**config.mk**
```make
export PLATFORM = sky130hd
export DESIGN_NAME = regfile_port_sequencer_flat
export DESIGN_NICKNAME = d
export VERILOG_FILES = /design/src/rtl/regfile_port_sequencer_pkg.sv /design/src/rtl/regfile_port_sequencer_if.sv /design/src/rtl/regfile_port_sequencer_wb_hold_buffer.sv /design/src/rtl/regfile_port_sequencer.sv /design/src/flat_wrapper.sv
export SDC_FILE = /design/constraint.sdc
export NUM_CORES = 1
export LEC_CHECK = 0
export CORE_MARGIN = 3
export CORE_UTILIZATION = 40
export DETAILED_ROUTE_END_ITERATION = 12
export PLACE_DENSITY = 0.73
export SLEW_MARGIN = 0
export SYNTH_ARGS = -nofsm -noshare
export SYNTH_HDL_FRONTEND = slang
export SYNTH_SLANG_ARGS = --single-unit
```
**constraint.sdc**
```tcl
create_clock -name clk -period 2.55 [get_ports clk]
set_input_delay 0.3825 -clock clk [delete_from_list [all_inputs] [get_ports clk]]
set_output_delay 0.3825 -clock clk [all_outputs]
set_load 0.005 [all_outputs]
```
**src/rtl/regfile_port_sequencer_pkg.sv**
```systemverilog
// -----------------------------------------------------------------------------
// regfile_port_sequencer_pkg
// Shared definitions for the register-file port sequencer: the sequencer
// state enumeration, the default register window, the rs/rt field positions
// inside the instruction word, and a helper that tests whether a register
// number falls inside the window held by the register file.
// -----------------------------------------------------------------------------
package regfile_port_sequencer_pkg;

    localparam int unsigned REG_BASE_DEFAULT  = 8;
    localparam int unsigned REG_COUNT_DEFAULT = 16;

    localparam int unsigned ADDR_W = 5;
    localparam int unsigned DATA_W = 32;

    // Operand register fields of the instruction word.
    localparam int unsigned RS_MSB = 25;
    localparam int unsigned RS_LSB = 21;
    localparam int unsigned RT_MSB = 20;
    localparam int unsigned RT_LSB = 16;

    typedef logic [ADDR_W-1:0] reg_addr_t;
    typedef logic [DATA_W-1:0] reg_data_t;

    typedef enum logic [2:0] {
        IDLE,
        WRITE,
        READ_RS,
        READ_RT,
        DONE
    } state_e;

    // True when addr names a register physically present in the file.
    function automatic logic reg_in_range(input reg_addr_t addr,
                                          input int unsigned base,
                                          input int unsigned count);
        logic [31:0] addr_ext;
        addr_ext = {27'd0, addr};
        return (addr_ext >= base) && (addr_ext < base + count);
    endfunction

endpackage

```
**src/rtl/regfile_port_sequencer_if.sv**
```systemverilog
// -----------------------------------------------------------------------------
// regfile_port_sequencer_if
// Bundles every non-clock signal of the sequencer.
//   start/instruction/ready       operand-read request handshake
//   wbValid/wbAddress/wbData/wbReady  writeback request handshake
//   regWrite/regAddress/dataIn/dataOut  single-port register file port
//   rsData/rtData/operandsValid   operand result, strobed for one cycle
//   addrError                     pulse on an out-of-range access
// The master modport is the surrounding pipeline plus register file; the
// slave modport is the sequencer itself.
// -----------------------------------------------------------------------------
interface regfile_port_sequencer_if;
    import regfile_port_sequencer_pkg::*;

    logic      start;
    logic [31:0] instruction;
    logic      ready;

    logic      wbValid;
    reg_addr_t wbAddress;
    reg_data_t wbData;
    logic      wbReady;

    logic      regWrite;
    reg_addr_t regAddress;
    reg_data_t dataIn;
    reg_data_t dataOut;

    reg_data_t rsData;
    reg_data_t rtData;
    logic      operandsValid;
    logic      addrError;

    modport master (
        output start, instruction, wbValid, wbAddress, wbData, dataOut,
        input  ready, wbReady, regWrite, regAddress, dataIn,
               rsData, rtData, operandsValid, addrError
    );

    modport slave (
        input  start, instruction, wbValid, wbAddress, wbData, dataOut,
        output ready, wbReady, regWrite, regAddress, dataIn,
               rsData, rtData, operandsValid, addrError
    );

endinterface

```
**src/rtl/regfile_port_sequencer_wb_hold_buffer.sv**
```systemverilog
// -----------------------------------------------------------------------------
// wb_hold_buffer
// One-entry holding register for a pending register-file write.
//   clk, reset_n         clock, asynchronous active-low reset
//   load                 capture load_addr/load_data and mark full
//   clear                drop the entry (used once the write is performed)
//   full, addr, data     current entry
// load takes priority over clear; the owner never asserts both in a cycle.
// -----------------------------------------------------------------------------
module wb_hold_buffer
    import regfile_port_sequencer_pkg::*;
(
    input  logic      clk,
    input  logic      reset_n,
    input  logic      load,
    input  reg_addr_t load_addr,
    input  reg_data_t load_data,
    input  logic      clear,
    output logic      full,
    output reg_addr_t addr,
    output reg_data_t data
);

    logic      full_q, full_d;
    reg_addr_t addr_q, addr_d;
    reg_data_t data_q, data_d;

    always_comb begin
        full_d = full_q;
        addr_d = addr_q;
        data_d = data_q;
        if (clear) begin
            full_d = 1'b0;
        end
        if (load) begin
            full_d = 1'b1;
            addr_d = load_addr;
            data_d = load_data;
        end
    end

    always_ff @(posedge clk or negedge reset_n) begin
        if (!reset_n) begin
            full_q <= 1'b0;
            // NOTE: the stored address/data are reset as well, so the forwarding
            // compare and the register-file port never see X after reset.
            addr_q <= '0;
            data_q <= '0;
        end else begin
            // NOTE: sequential state is updated with non-blocking assignments
            // only, so every flop samples the values from before the edge.
            full_q <= full_d;
            addr_q <= addr_d;
            data_q <= data_d;
        end
    end

    assign full = full_q;
    assign addr = addr_q;
    assign data = data_q;

endmodule

```
**src/rtl/regfile_port_sequencer.sv**
```systemverilog
// -----------------------------------------------------------------------------
// regfile_port_sequencer
// Sequences operand reads and writebacks onto a single-port register file.
//   clk, reset_n   clock, asynchronous active-low reset
//   bus (slave)    request handshakes, register-file port and results
// A start accepted in IDLE reads rs, then rt, one per cycle, and presents
// both on rsData/rtData with operandsValid in the following DONE cycle, so
// ready is low for exactly three cycles. A writeback is parked in a one-entry
// buffer and performed from IDLE before any new read. Reads of a register
// held in the buffer return the buffered data. Register 0 reads as zero and
// swallows writes; other numbers outside the window read as zero, drop
// writes and raise addrError for one cycle after the offending access.
// -----------------------------------------------------------------------------
module regfile_port_sequencer
    import regfile_port_sequencer_pkg::*;
#(
    parameter int unsigned REG_BASE  = REG_BASE_DEFAULT,
    parameter int unsigned REG_COUNT = REG_COUNT_DEFAULT
) (
    input logic                    clk,
    input logic                    reset_n,
    regfile_port_sequencer_if.slave bus
);

    localparam reg_addr_t BASE_ADDR = reg_addr_t'(REG_BASE);

    state_e    state_q, state_d;
    reg_addr_t rs_q, rs_d, rt_q, rt_d;
    reg_data_t rs_tmp_q, rs_tmp_d;
    reg_data_t rs_data_q, rs_data_d, rt_data_q, rt_data_d;
    logic      addr_error_q, addr_error_d;

    logic      buf_full, buf_clear, buf_load;
    reg_addr_t buf_addr;
    reg_data_t buf_data;

    logic      wb_accept, wb_in_range, wb_bad;
    logic      reading, read_valid, read_fwd, read_bad;
    reg_addr_t read_addr;
    reg_data_t read_value;
    logic      reg_write;
    reg_addr_t reg_address;
    reg_data_t data_in;
    logic      unused_instr_bits;

    assign unused_instr_bits = ^{bus.instruction[31:26], bus.instruction[15:0]};

    // Writeback side: an accepted write to an in-range register is parked;
    // register 0 is consumed silently, anything else out of range is flagged.
    assign wb_accept   = bus.wbValid && !buf_full;
    assign wb_in_range = reg_in_range(bus.wbAddress, REG_BASE, REG_COUNT);
    assign buf_load    = wb_accept && wb_in_range;
    assign wb_bad      = wb_accept && !wb_in_range && (bus.wbAddress != '0);

    wb_hold_buffer u_wb_hold_buffer (
        .clk       (clk),
        .reset_n   (reset_n),
        .load      (buf_load),
        .load_addr (bus.wbAddress),
        .load_data (bus.wbData),
        .clear     (buf_clear),
        .full      (buf_full),
        .addr      (buf_addr),
        .data      (buf_data)
    );

    // Read side: the buffer only ever holds in-range addresses, so an address
    // match already implies a valid register and wins over the file's data.
    assign reading    = (state_q == READ_RS) || (state_q == READ_RT);
    assign read_addr  = (state_q == READ_RT) ? rt_q : rs_q;
    assign read_valid = reg_in_range(read_addr, REG_BASE, REG_COUNT);
    assign read_fwd   = buf_full && (buf_addr == read_addr);
    assign read_bad   = reading && !read_valid && (read_addr != '0);
    assign read_value = !read_valid ? '0 : (read_fwd ? buf_data : bus.dataOut);

    always_comb begin
        // NOTE: every signal written here is given a default first, so no
        // branch can leave one unassigned and infer a latch.
        state_d     = state_q;
        rs_d        = rs_q;
        rt_d        = rt_q;
        rs_tmp_d    = rs_tmp_q;
        rs_data_d   = rs_data_q;
        rt_data_d   = rt_data_q;
        reg_write   = 1'b0;
        reg_address = BASE_ADDR;
        data_in     = '0;
        buf_clear   = 1'b0;

        unique case (state_q)
            IDLE: begin
                if (buf_full) begin
                    state_d = WRITE;
                end else if (bus.start) begin
                    state_d = READ_RS;
                    rs_d    = bus.instruction[RS_MSB:RS_LSB];
                    rt_d    = bus.instruction[RT_MSB:RT_LSB];
                end
            end
            WRITE: begin
                reg_write   = 1'b1;
                reg_address = buf_addr;
                data_in     = buf_data;
                buf_clear   = 1'b1;
                state_d     = IDLE;
            end
            READ_RS: begin
                if (read_valid) reg_address = read_addr;
                // rs is parked so rsData only changes together with rtData.
                rs_tmp_d = read_value;
                state_d  = READ_RT;
            end
            READ_RT: begin
                if (read_valid) reg_address = read_addr;
                rs_data_d = rs_tmp_q;
                rt_data_d = read_value;
                state_d   = DONE;
            end
            DONE: begin
                state_d = IDLE;
            end
            default: begin
                state_d = IDLE;
            end
        endcase

        addr_error_d = read_bad || wb_bad;
    end

    always_ff @(posedge clk or negedge reset_n) begin
        if (!reset_n) begin
            state_q      <= IDLE;
            rs_q         <= '0;
            rt_q         <= '0;
            rs_tmp_q     <= '0;
            rs_data_q    <= '0;
            rt_data_q    <= '0;
            addr_error_q <= 1'b0;
        end else begin
            state_q      <= state_d;
            rs_q         <= rs_d;
            rt_q         <= rt_d;
            rs_tmp_q     <= rs_tmp_d;
            rs_data_q    <= rs_data_d;
            rt_data_q    <= rt_data_d;
            addr_error_q <= addr_error_d;
        end
    end

    assign bus.ready         = (state_q == IDLE) && !buf_full;
    assign bus.wbReady       = !buf_full;
    assign bus.regWrite      = reg_write;
    assign bus.regAddress    = reg_address;
    assign bus.dataIn        = data_in;
    assign bus.rsData        = rs_data_q;
    assign bus.rtData        = rt_data_q;
    assign bus.operandsValid = (state_q == DONE);
    assign bus.addrError     = addr_error_q;

endmodule

```
**src/flat_wrapper.sv**
```systemverilog
// flat-port wrapper written by rule: the top's interface ports become plain ports
module regfile_port_sequencer_flat import regfile_port_sequencer_pkg::*;
#(
    parameter int unsigned REG_BASE  = REG_BASE_DEFAULT,
    parameter int unsigned REG_COUNT = REG_COUNT_DEFAULT
)
  (clk, reset_n, bus_start, bus_instruction, bus_wbValid, bus_wbAddress, bus_wbData, bus_dataOut, bus_ready, bus_wbReady, bus_regWrite, bus_regAddress, bus_dataIn, bus_rsData, bus_rtData, bus_operandsValid, bus_addrError);
  regfile_port_sequencer_if bus_i ();
  input logic clk;
  input logic reset_n;
  input wire logic [$bits(bus_i.start)-1:0] bus_start;
  input wire logic [$bits(bus_i.instruction)-1:0] bus_instruction;
  input wire logic [$bits(bus_i.wbValid)-1:0] bus_wbValid;
  input wire logic [$bits(bus_i.wbAddress)-1:0] bus_wbAddress;
  input wire logic [$bits(bus_i.wbData)-1:0] bus_wbData;
  input wire logic [$bits(bus_i.dataOut)-1:0] bus_dataOut;
  output wire logic [$bits(bus_i.ready)-1:0] bus_ready;
  output wire logic [$bits(bus_i.wbReady)-1:0] bus_wbReady;
  output wire logic [$bits(bus_i.regWrite)-1:0] bus_regWrite;
  output wire logic [$bits(bus_i.regAddress)-1:0] bus_regAddress;
  output wire logic [$bits(bus_i.dataIn)-1:0] bus_dataIn;
  output wire logic [$bits(bus_i.rsData)-1:0] bus_rsData;
  output wire logic [$bits(bus_i.rtData)-1:0] bus_rtData;
  output wire logic [$bits(bus_i.operandsValid)-1:0] bus_operandsValid;
  output wire logic [$bits(bus_i.addrError)-1:0] bus_addrError;
  assign bus_i.start = bus_start;
  assign bus_i.instruction = bus_instruction;
  assign bus_i.wbValid = bus_wbValid;
  assign bus_i.wbAddress = bus_wbAddress;
  assign bus_i.wbData = bus_wbData;
  assign bus_i.dataOut = bus_dataOut;
  assign bus_ready = bus_i.ready;
  assign bus_wbReady = bus_i.wbReady;
  assign bus_regWrite = bus_i.regWrite;
  assign bus_regAddress = bus_i.regAddress;
  assign bus_dataIn = bus_i.dataIn;
  assign bus_rsData = bus_i.rsData;
  assign bus_rtData = bus_i.rtData;
  assign bus_operandsValid = bus_i.operandsValid;
  assign bus_addrError = bus_i.addrError;
  regfile_port_sequencer #(.REG_BASE(REG_BASE), .REG_COUNT(REG_COUNT)) u_core (.clk(clk), .reset_n(reset_n), .bus(bus_i));
endmodule
```
======== Word-level counts from Yosys, hierarchy flattened ========
Cells that the tools add are included.
operators by class
  order comparisons ....................... 4
  equal/unequal tests ..................... 6
  mux-type cells .......................... 12
  bitwise logic cells ..................... 1
  reductions and logical operators ........ 21
operator list
  operator            count
  $mux 32             3
  $ge 5x4->1 const B  2
  $logic_and 1x1->1   10
  $lt 5x5->1 const B  2
  $mux 5              2
  $pmux 5 s2          1
  $reduce_bool 5->1   2
  $pmux 3 s3          1
  $eq 3x2->1 const B  2
  $mux 3              2
  $eq 5x5->1          1
  $eq 3x1->1 const B  1
  $eq 3x3->1 const B  1
  $logic_not 1->1     3
  $logic_not 3->1     1
  $mux 1              3
  $ne 3x3->1 const B  1
  $reduce_and 3->1    1
  $logic_or 1x1->1    2
  $reduce_bool 2->1   1
  $reduce_or 2->1     1
  $not 1->1           1
word-level totals
  register bits after elaboration ......... 148
  input port bits ......................... 105
  word-level logic and storage cells ...... 54

======== Logic depth before layout (Yosys ltp) ========
Gate-level depths: netlist (run 1).
  word-level depth ........................ 8
  mapped depth ............................ 10
  mapped depth without buffers ............ 6

======== By module ========
From an unflattened synthesis (run 1), not the netlist that was laid out.
unflattened totals
  cells, all modules ...................... 705
  area total of the unflattened synthesis .. 7279.5 µm²
by module, submodules not included
  module                  instances  cells an instance  area each (µm²)  seq. area each (µm²)
  regfile_port_sequencer  1          624                5790.6           2752.6
  wb_hold_buffer          1          81                 1488.9           950.9

======== Worst setup path before layout (run 1) ========
Ideal clock, no wire load.
  path kind ............................... register to register
  start ................................... register u_core.state_q[2]
  end ..................................... register u_core.rt_data_q[0], in the netlist u_core.bus.rtData[0]
  library setup time ...................... 79 ps
  arrival time ............................ 1910 ps
  required time ........................... 2471 ps
  slack ................................... 560 ps
  cell stages (with the launch flop) ...... 9
  buffers on the path ..................... 3
  cell sequence ........................... dfrtp_1 > nand3b_4 > buf_6 > nor3_2 > a22oi_1 > a2111oi_2 > buf_6 > buf_12 > mux2i_1
on the way
  word-level cells in the longest chain between the ends .. 6
  elaborated cells between the ends (all ways) .. 9
  those cells by class .................... 2 x order compare; 2 x eq/ne; 3 x mux; 2 x reduce/logical
ends and longest elaborated chain
  element                                             line                                                        RTL
  start: declaration                                  regfile_port_sequencer.sv:27                                state_e state_q, state_d;
  start signal: assignment                            regfile_port_sequencer.sv:140                               state_q <= state_d;
  $eq 3x2->1 *                                        regfile_port_sequencer.sv:70, regfile_port_sequencer.sv:90
  branches (longest 5 deep; another with $ge 5x4->1)  -
  end signal: assignment                              regfile_port_sequencer.sv:145                               rt_data_q <= rt_data_d;
  end: declaration                                    regfile_port_sequencer.sv:30                                reg_data_t rs_data_q, rs_data_d, rt_data_q, rt_data_d;
Every way passes the cells marked *.
A chain may end at the register's enable or synchronous reset.

======== Final worst setup path (run 1) ========
  start ................................... register u_core.state_q[1]
  end ..................................... output port bus_dataIn[17]
on the way
  word-level cells in the longest chain between the ends .. 2
ends and longest elaborated chain
  element           line                          RTL
  $eq 3x1->1        regfile_port_sequencer.sv:90  unique case (state_q)
  $mux 32           regfile_port_sequencer.sv:90
  end: declaration  flat_wrapper.sv:21            output wire logic [$bits(bus_i.dataIn)-1:0] bus_dataIn;
Every way passes these cells.

==> results_tabular.tex, run 1 <==
\begin{tabular}{lr}
\hline
Metric & Value \\
\hline
\multicolumn{2}{l}{\textbf{Status}} \\
Run status & finished with violations \\
Violated checks & hold timing \\
\multicolumn{2}{l}{\textbf{STA}} \\
Number of max-slew violations in the final report & 0 \\
Hold Worst Slack & -19.31 ps \\
Worst-margin pin slew & approximately 960 ps \\
Min setup slack post-route & approximately 53 ps \\
Total negative slack & 0 ps \\
Final worst path period share & 0.9791 \\
Max Clk Rate & between 0.4 and 0.5 GHz \\
Final hold violation count & 5 \\
RSZ-0062 raised after global routing & yes \\
Time the worst path needs with I/O delays and setup & between 2000 and 2500 ps \\
Normalized max-slew margin & 0.3613 \\
Clock skew & approximately 10 ps \\
Final number of setup-violating endpoints & 0 \\
\multicolumn{2}{l}{\textbf{Floorplanning}} \\
Vertical die dimension & 139.6 µm \\
FP Rows & 48 \\
Total die area & 19,480 µm² \\
Initial Utilization & 0.4111 \\
Area of the core region & $\sim$17,000 µm² \\
Boundary pin count & 211 \\
Die boundary width & between 100 and 150 µm \\
\multicolumn{2}{l}{\textbf{Drt}} \\
Average routed wire per standard cell & around 19 µm \\
Post-Route WL & just over 20,000 µm \\
Vias after detailed routing & 5,929 \\
Number of design rule violations left after detail routing & 0 \\
Antenna Nets Post-Route & 0 \\
Iteration count of the initial detailed-routing pass & 5 \\
Mean number of vias per cell & between 5 and 6 \\
First DRT Iteration DRCs & between 400 and 500 \\
\multicolumn{2}{l}{\textbf{Layout}} \\
Number of nets in the final layout & between 900 and 1,000 \\
Number of filler instances in the final layout & 1,446 \\
Most frequent standard cell in the layout excluding fill and tap cells & sky130\_fd\_sc\_hd\_\_clkdlybuf4s50\_1 \\
Share of cells above drive strength 1 & 0.1615 \\
Area of the multi-input gates & 3227 µm² \\
Growth of design area from synthesis to finish & 42.96\% \\
Top library cells by usage in the layout, fill and taps aside & sky130\_fd\_sc\_hd\_\_clkdlybuf4s50\_1, sky130\_fd\_sc\_hd\_\_dfrtp\_1, sky130\_fd\_sc\_hd\_\_a22oi\_1 \\
Area taken by flip-flops and latches & 3704 µm² \\
Number of inserted diodes & 0 \\
\multicolumn{2}{l}{\textbf{Global routing}} \\
First-pass GRT wire length & between 30,000 and 40,000 µm \\
Global route overflow & 0 \\
Number of global-route vias before repair & just under 6,000 \\
Antenna violations before repair & 0 \\
Pin count of the biggest net entering global routing & 149 \\
Overall fraction of global-route tracks in use & 0.2020 \\
\multicolumn{2}{l}{\textbf{Yosys}} \\
Gate count after technology mapping & 635 \\
Number of flops mapped to enable cells by yosys & 0 \\
Syn Std Cell Area & between 7000 and 8000 µm² \\
Area share of fa/ha/maj cells after synthesis & 0 \\
Post-synth ARST share & 1.000 \\
Unique cell type count in the Yosys netlist & 37 \\
Sequential fraction of the synthesis area & 0.5190 \\
Simple logic cell fraction of the synthesized area & 0.1043 \\
YS warnings & 0 \\
Mapped Avg Cell Area & approximately 11 µm² \\
Post-Synthesis Net Count & 740 \\
Multiplexer fraction of the synthesized cell area & 0.1647 \\
Most used flip-flop cell after synthesis & sky130\_fd\_sc\_hd\_\_dfrtp\_1 \\
Largest family of logic cells by synthesized area & multiplexers \\
Number of flip-flops and latches in the synthesized netlist & roughly 150 \\
XOR/XNOR Fraction of Synth Area & 0.009819 \\
Synth Area in Compound Gates & 0.1562 \\
\multicolumn{2}{l}{\textbf{Power and ir drop}} \\
Switching share of power & 0.3448 \\
PwrDens & roughly 1200 nW/µm² \\
Overall power & approximately 0.012 W \\
Seq pwr share & 0.346 \\
Total leakage power & 4.530 nW \\
Combinational cell fraction of total power & 0.422 \\
Internal Power & between 0.007 and 0.008 W \\
Switch Pwr & slightly above 0.004 W \\
Worst-case vdd ir drop & between 700 and 800 µV \\
Share of power burned in the clock network & 0.232 \\
\multicolumn{2}{l}{\textbf{Placement}} \\
Input/output buffers & 188 \\
Worst-case setup slack after placement & around 190 ps \\
DP Wirelength & about 13,000 µm \\
Global placement routability congestion & 0.8001 \\
\multicolumn{2}{l}{\textbf{Min path}} \\
Class of the most critical hold timing path & in2async \\
\multicolumn{2}{l}{\textbf{Clock network}} \\
Htree depth & 4 \\
Clock latency of the later-clocked register in the worst-skew pair & 420 ps \\
CTS clk-pin slew, worst paths & 60 ps \\
Number of hold-repair buffers added at the cts stage & 0 \\
Cts bufs inserted & 17 \\
CTS tree & done \\
Clock Tree Root & sky130\_fd\_sc\_hd\_\_clkbuf\_16 \\
CTS sink count & approximately 150 \\
Maximum clock insertion buffer count & 2 \\
\multicolumn{2}{l}{\textbf{Run}} \\
Number of maximum-capacitance constraint violations & 0 \\
\multicolumn{2}{l}{\textbf{Worst setup path}} \\
Crit path launch type & flop \\
Start-to-end type of the worst setup path & reg2out \\
Worst Path Arrival & between 2000 and 2500 ps \\
CP Data Required Time & about 2200 ps \\
Peak fanout along the critical path & 23 \\
Type of destination of the critical path & output port \\
\hline
\end{tabular}
==> per-stage QoR <==
stage               cells  utilization  instance area [µm²]
floorplan             635            -                 7136
global placement     1021       0.5332                 9254
detailed placement   1021       0.5332                 9254
CTS                  1059       0.5751                 9982
global route         1067       0.5877                10200
finish               1067       0.5877                10200
==> critical path, cell delays in order (launching register included) <==
cell,delay (ps)
sky130_fd_sc_hd__dfrtp_1,420
sky130_fd_sc_hd__buf_6,150
sky130_fd_sc_hd__nand2b_4,150
sky130_fd_sc_hd__nor2_4,140
sky130_fd_sc_hd__buf_12,180
sky130_fd_sc_hd__and2_1,140
sky130_fd_sc_hd__clkdlybuf4s50_1,500
==> cells in the mapped netlist (2+ instances only) <==
master | count | share of area
sky130_fd_sc_hd__nor3_1 | 4 | 0.0028
sky130_fd_sc_hd__a21oi_1 | 5 | 0.0035
sky130_fd_sc_hd__or4_1 | 2 | 0.0021
sky130_fd_sc_hd__clkbuf_1 | 36 | 0.019
sky130_fd_sc_hd__xnor2_1 | 3 | 0.0037
sky130_fd_sc_hd__inv_1 | 6 | 0.0032
sky130_fd_sc_hd__nand3b_1 | 2 | 0.0021
sky130_fd_sc_hd__buf_2 | 4 | 0.0028
sky130_fd_sc_hd__a222oi_1 | 2 | 0.0028
sky130_fd_sc_hd__and2_1 | 32 | 0.028
sky130_fd_sc_hd__mux2i_1 | 69 | 0.097
sky130_fd_sc_hd__mux2_2 | 43 | 0.068
sky130_fd_sc_hd__xor2_1 | 5 | 0.0061
sky130_fd_sc_hd__nor2_1 | 5 | 0.0026
sky130_fd_sc_hd__buf_6 | 2 | 0.0032
sky130_fd_sc_hd__nand2_1 | 105 | 0.055
sky130_fd_sc_hd__o21ai_0 | 8 | 0.0056
sky130_fd_sc_hd__nand2b_1 | 2 | 0.0018
sky130_fd_sc_hd__dfrtp_1 | 148 | 0.52
sky130_fd_sc_hd__a22oi_1 | 129 | 0.14
sky130_fd_sc_hd__nor2b_1 | 2 | 0.0018
sky130_fd_sc_hd__buf_12 | 6 | 0.017
==> final timing paths <==
path	cells after the start	slack (ps)	end	start
max reg2reg	10	60	u_core.rs_tmp_q[25]$_DFFE_PN0P_	u_core.state_q[2]$_DFFE_PN0P_
min in group clk	2	470	u_core.bus.rsData[27]$_DFFE_PN0P_	u_core.bus.rsData[27]$_DFFE_PN0P_
max in group asynchronous	2	1820	u_core.bus.rtData[1]$_DFFE_PN0P_	reset_n
min reg2reg	2	470	u_core.bus.rsData[27]$_DFFE_PN0P_	u_core.bus.rsData[27]$_DFFE_PN0P_
max	6	50	bus_dataIn[17]	u_core.state_q[1]$_DFFE_PN0P_
min	2	-20	u_core.u_wb_hold_buffer.addr[4]$_DFFE_PN0P_	reset_n
==> cell type report <==
| cell class | instances | share of cell area |
|---|---|---|
| inverter | 7 | 0.002821 |
| timing repair buffer | 223 | 0.2268 |
| tap | 225 | 0.02760 |
| clock buffer | 19 | 0.04440 |
| clock inverter | 13 | 0.01901 |
| multi-input combinational | 432 | 0.3163 |
| sequential | 148 | 0.3631 |
==> power by group through the flow <==
stage	Sequential [W]	Combinational (W)	Clock (W)
final	0.00406	0.00495	0.00273
after global routing	0.00420	0.00541	0.00290
after CTS	0.00404	0.00481	0.00278
after detailed placement	0.00406	0.00471	0
after global placement	0.00404	0.00458	0
after floorplan	0.00388	0.00265	0
==> state kept, by name, indices dropped and copies added, names as in the netlist <==
| signal | flops |
|---|---|
| u_core.bus.addrError | 1 |
| u_core.rs_tmp_q | 32 |
| u_core.bus.rtData | 32 |
| u_core.u_wb_hold_buffer.full | 1 |
| u_core.u_wb_hold_buffer.addr | 5 |
| u_core.bus.rsData | 32 |
| u_core.rt_q | 5 |
| u_core.state_q | 3 |
| u_core.u_wb_hold_buffer.data | 32 |
| u_core.rs_q | 5 |
==> layer usage <==
| layer | vias to the layer above | GRT usage | routed length, µm |
|---|---|---|---|
| met4 | 0 | 0.05915 | 255 |
| met5 | - | 0 | 0 |
| li1 | 2705 | - | - |
| met3 | 24 | 0.06014 | 1475 |
| met2 | 227 | 0.3229 | 9697 |
| met1 | 2973 | 0.2682 | 8727 |
==> logic make-up (layout without fill, tap and decap cells) <==
family	Yosys count	in the layout
buffers and inverters	56	262
xor gates and xnor gates	8	8
AOI/OAI and AO/OA	151	151
muxes	112	112
and+or+nand+nor	160	161
DFF	148	148
==> what timing repair did <==
action	in CTS	in global routing
cloned	0	4
setup endpoints to repair	36	82
pin swaps	3	3
buffers inserted	6	4
resized for setup	15	41
endpoints found under the hold margin	0	0
No activity file was read; power rests on OpenSTA's default activity.
==> inputs of run 2 (changes only) <==
--- a/config.mk
+++ b/config.mk
@@ -9,6 +9,7 @@
 export CORE_UTILIZATION = 40
 export DETAILED_ROUTE_END_ITERATION = 12
 export PLACE_DENSITY = 0.73
+export SETUP_SLACK_MARGIN = 0.02
 export SLEW_MARGIN = 0
 export SYNTH_ARGS = -nofsm -noshare
 export SYNTH_HDL_FRONTEND = slang
==> run 2 against run 1 <==
Compared with the run above: the flow still finishes with violations (hold timing); via count is 1.1% higher; clock power is essentially flat; hold slack worse by 11 ps; core utilization is 0.61 points higher; critical path depth is the same; clock skew is 0.94 ps higher; first-iteration DRC count rose by 3.5%; count of clock-buffer cells in the layout unchanged; worst setup slack worse by 3.1 ps; design area grew 1.0%; routed wire length up 2.1%; critical endpoint is now bus_dataIn[21]; largest power group unchanged.
==> results_tabular.tex, run 2 (same netlist as run 1, synthesis figures left out) <==
\begin{tabular}{lr}
\hline
Metric & Value \\
\hline
\multicolumn{2}{l}{\textbf{Run}} \\
Number of maximum-capacitance constraint violations & 0 \\
\multicolumn{2}{l}{\textbf{Floorplanning}} \\
Boundary pin count & 211 \\
FP Rows & 48 \\
Die boundary width & 139.6 µm \\
Area of the core region & between 15,000 and 20,000 µm² \\
Vertical die dimension & 139.6 µm \\
Total die area & roughly 20,000 µm² \\
Initial Utilization & 0.4111 \\
\multicolumn{2}{l}{\textbf{Global routing}} \\
Pin count of the biggest net entering global routing & roughly 150 \\
First-pass GRT wire length & between 30,000 and 40,000 µm \\
Antenna violations before repair & 0 \\
Global route overflow & 0 \\
Overall fraction of global-route tracks in use & 0.2020 \\
Number of global-route vias before repair & about 5,900 \\
\multicolumn{2}{l}{\textbf{Placement}} \\
Inst Count DP & 1,021 \\
Instance area after placement & around 9000 µm² \\
Worst-case setup slack after placement & between 150 and 200 ps \\
DP Wirelength & 12,710 µm \\
Input/output buffers & 188 \\
Global placement routability congestion & between 0.8 and 0.9 \\
\multicolumn{2}{l}{\textbf{Worst setup path}} \\
Crit path launch type & flop \\
Critical Path Source & u\_core.state\_q[1]\$\_DFFE\_PN0P\_ \\
Peak fanout along the critical path & 23 \\
Worst Path Arrival & around 2100 ps \\
Start-to-end type of the worst setup path & reg2out \\
Count of cells along the worst register-to-register path & 10 \\
Type of destination of the critical path & output port \\
Cell with the largest stage delay on the worst path & sky130\_fd\_sc\_hd\_\_clkdlybuf4s50\_1 \\
Slowest cell delay on critical path & about 500 ps \\
Category of cells accounting for the largest share of critical-path delay & buffers and inverters \\
CP Data Required Time & 2170 ps \\
Crit-path cells & buf\_6 -> nand2b\_4 -> nor2\_4 -> buf\_12 -> and2\_1 -> clkdlybuf4s50\_1 \\
Buffering stage count on the worst path with inverters included & 3 \\
Setup slack on the worst flop-to-flop path & between 100 and 150 ps \\
Reg-to-reg critical path startpoint & u\_core.state\_q[2]\$\_DFFE\_PN0P\_ \\
R2r endpoint & u\_core.rs\_tmp\_q[10]\$\_DFFE\_PN0P\_ \\
\multicolumn{2}{l}{\textbf{STA}} \\
Normalized max-slew margin & 0.3576 \\
Final hold violation count & 5 \\
Hold Worst Slack & -30.71 ps \\
Time the worst path needs with I/O delays and setup & roughly 2500 ps \\
Clock skew & around 11 ps \\
Final worst path period share & 0.9803 \\
Max Clk Rate & around 0.40 GHz \\
RSZ-0062 raised after global routing & yes \\
Final number of setup-violating endpoints & 0 \\
Worst-margin pin slew & just under 1000 ps \\
Number of max-slew violations in the final report & 0 \\
Min setup slack post-route & 50.18 ps \\
\multicolumn{2}{l}{\textbf{Drt}} \\
Average routed wire per standard cell & 19.18 µm \\
Vias after detailed routing & around 6,000 \\
Iteration count of the initial detailed-routing pass & 5 \\
Post-Route WL & 20,580 µm \\
First DRT Iteration DRCs & approximately 450 \\
Mean number of vias per cell & between 5 and 6 \\
Antenna Nets Post-Route & 0 \\
Number of design rule violations left after detail routing & 0 \\
\multicolumn{2}{l}{\textbf{Clock network}} \\
Maximum clock insertion buffer count & 2 \\
CTS clk-pin slew, worst paths & around 60 ps \\
Htree depth & 4 \\
CTS sink count & between 100 and 150 \\
Clock latency of the later-clocked register in the worst-skew pair & 420 ps \\
Clock Tree Root & sky130\_fd\_sc\_hd\_\_clkbuf\_16 \\
Cts bufs inserted & 17 \\
CTS tree & done \\
\multicolumn{2}{l}{\textbf{Power and ir drop}} \\
Total leakage power & about 4.7 nW \\
PwrDens & approximately 1100 nW/µm² \\
Overall power & about 0.012 W \\
Worst-case vdd ir drop & between 700 and 800 µV \\
\multicolumn{2}{l}{\textbf{Layout}} \\
Number of inserted diodes & 0 \\
Growth of design area from synthesis to finish & 44.43\% \\
Share of cells above drive strength 1 & 0.1733 \\
Top library cells by usage in the layout, fill and taps aside & sky130\_fd\_sc\_hd\_\_clkdlybuf4s50\_1, sky130\_fd\_sc\_hd\_\_dfrtp\_1, sky130\_fd\_sc\_hd\_\_a22oi\_1 \\
Cell area after layout & 10,310 µm² \\
Most frequent standard cell in the layout excluding fill and tap cells & sky130\_fd\_sc\_hd\_\_clkdlybuf4s50\_1 \\
Non-filler instance count after layout & between 1,000 and 1,500 \\
Number of nets in the final layout & 940 \\
\multicolumn{2}{l}{\textbf{Status}} \\
Violated checks & hold timing \\
Run status & finished with violations \\
\multicolumn{2}{l}{\textbf{Min path}} \\
Class of the most critical hold timing path & in2async \\
\hline
\end{tabular}
## run 2: changes by cell type in the layout (fill, tap and decap cells not counted), sizes merged
cell           delta
clkdlybuf4s15     +1
clkbuf            +1
buf               +5
clkdlybuf4s50     -8
dlymetal6s2s      +7
## run 2: power breakdown
group | switching [W] | leakage [nW] | internal, W
Clock | 0.00102 | 0.303 | 0.00170
Combinational | 0.00225 | 2.51 | 0.00278
Sequential | 0.000827 | 1.89 | 0.00325
## run 2: worst max-delay path by stage
stage,endpoint,cells past startpoint
final,bus_dataIn[21],6
after CTS,bus_regAddress[0],5
after global routing,bus_dataIn[28],6
after detailed placement,u_core.rs_tmp_q[25]$_DFFE_PN0P_,8
after global placement,bus_regAddress[2],6
after floorplan,u_core.bus.rtData[0]$_DFFE_PN0P_,8
## run 2: through the flow
stage,utilization,setup TNS (ps)
floorplan,-,0
global placement,0.5332,0
detailed placement,0.5332,0
CTS,0.5752,-13.40
global route,0.5938,-64.50
finish,0.5938,0
## run 2: per-layer routing
layer	track usage	routed length, µm
met1	0.2682	8688
met5	0	0
met2	0.3229	10060
met3	0.06014	1510
met4	0.05915	327
## run 2: repair_timing
action | CTS | global route
resized for setup | 17 | 52
hold buffers | 0 | 0
setup buffers | 6 | 9
cloned | 0 | 6
endpoints found under the setup margin | 38 | 93
pin swaps | 3 | 4
## run 2: final cells by class
cell class / instances / area [µm²]
Clock buffer: 19 / 452.9
Clock inverter: 13 / 193.9
Fill cell: 1430 / 7051
Inverter: 7 / 28.78
Multi-Input combinational cell: 432 / 3244
Sequential cell: 148 / 3704
Tap cell: 225 / 281.5
Timing Repair Buffer: 229 / 2401
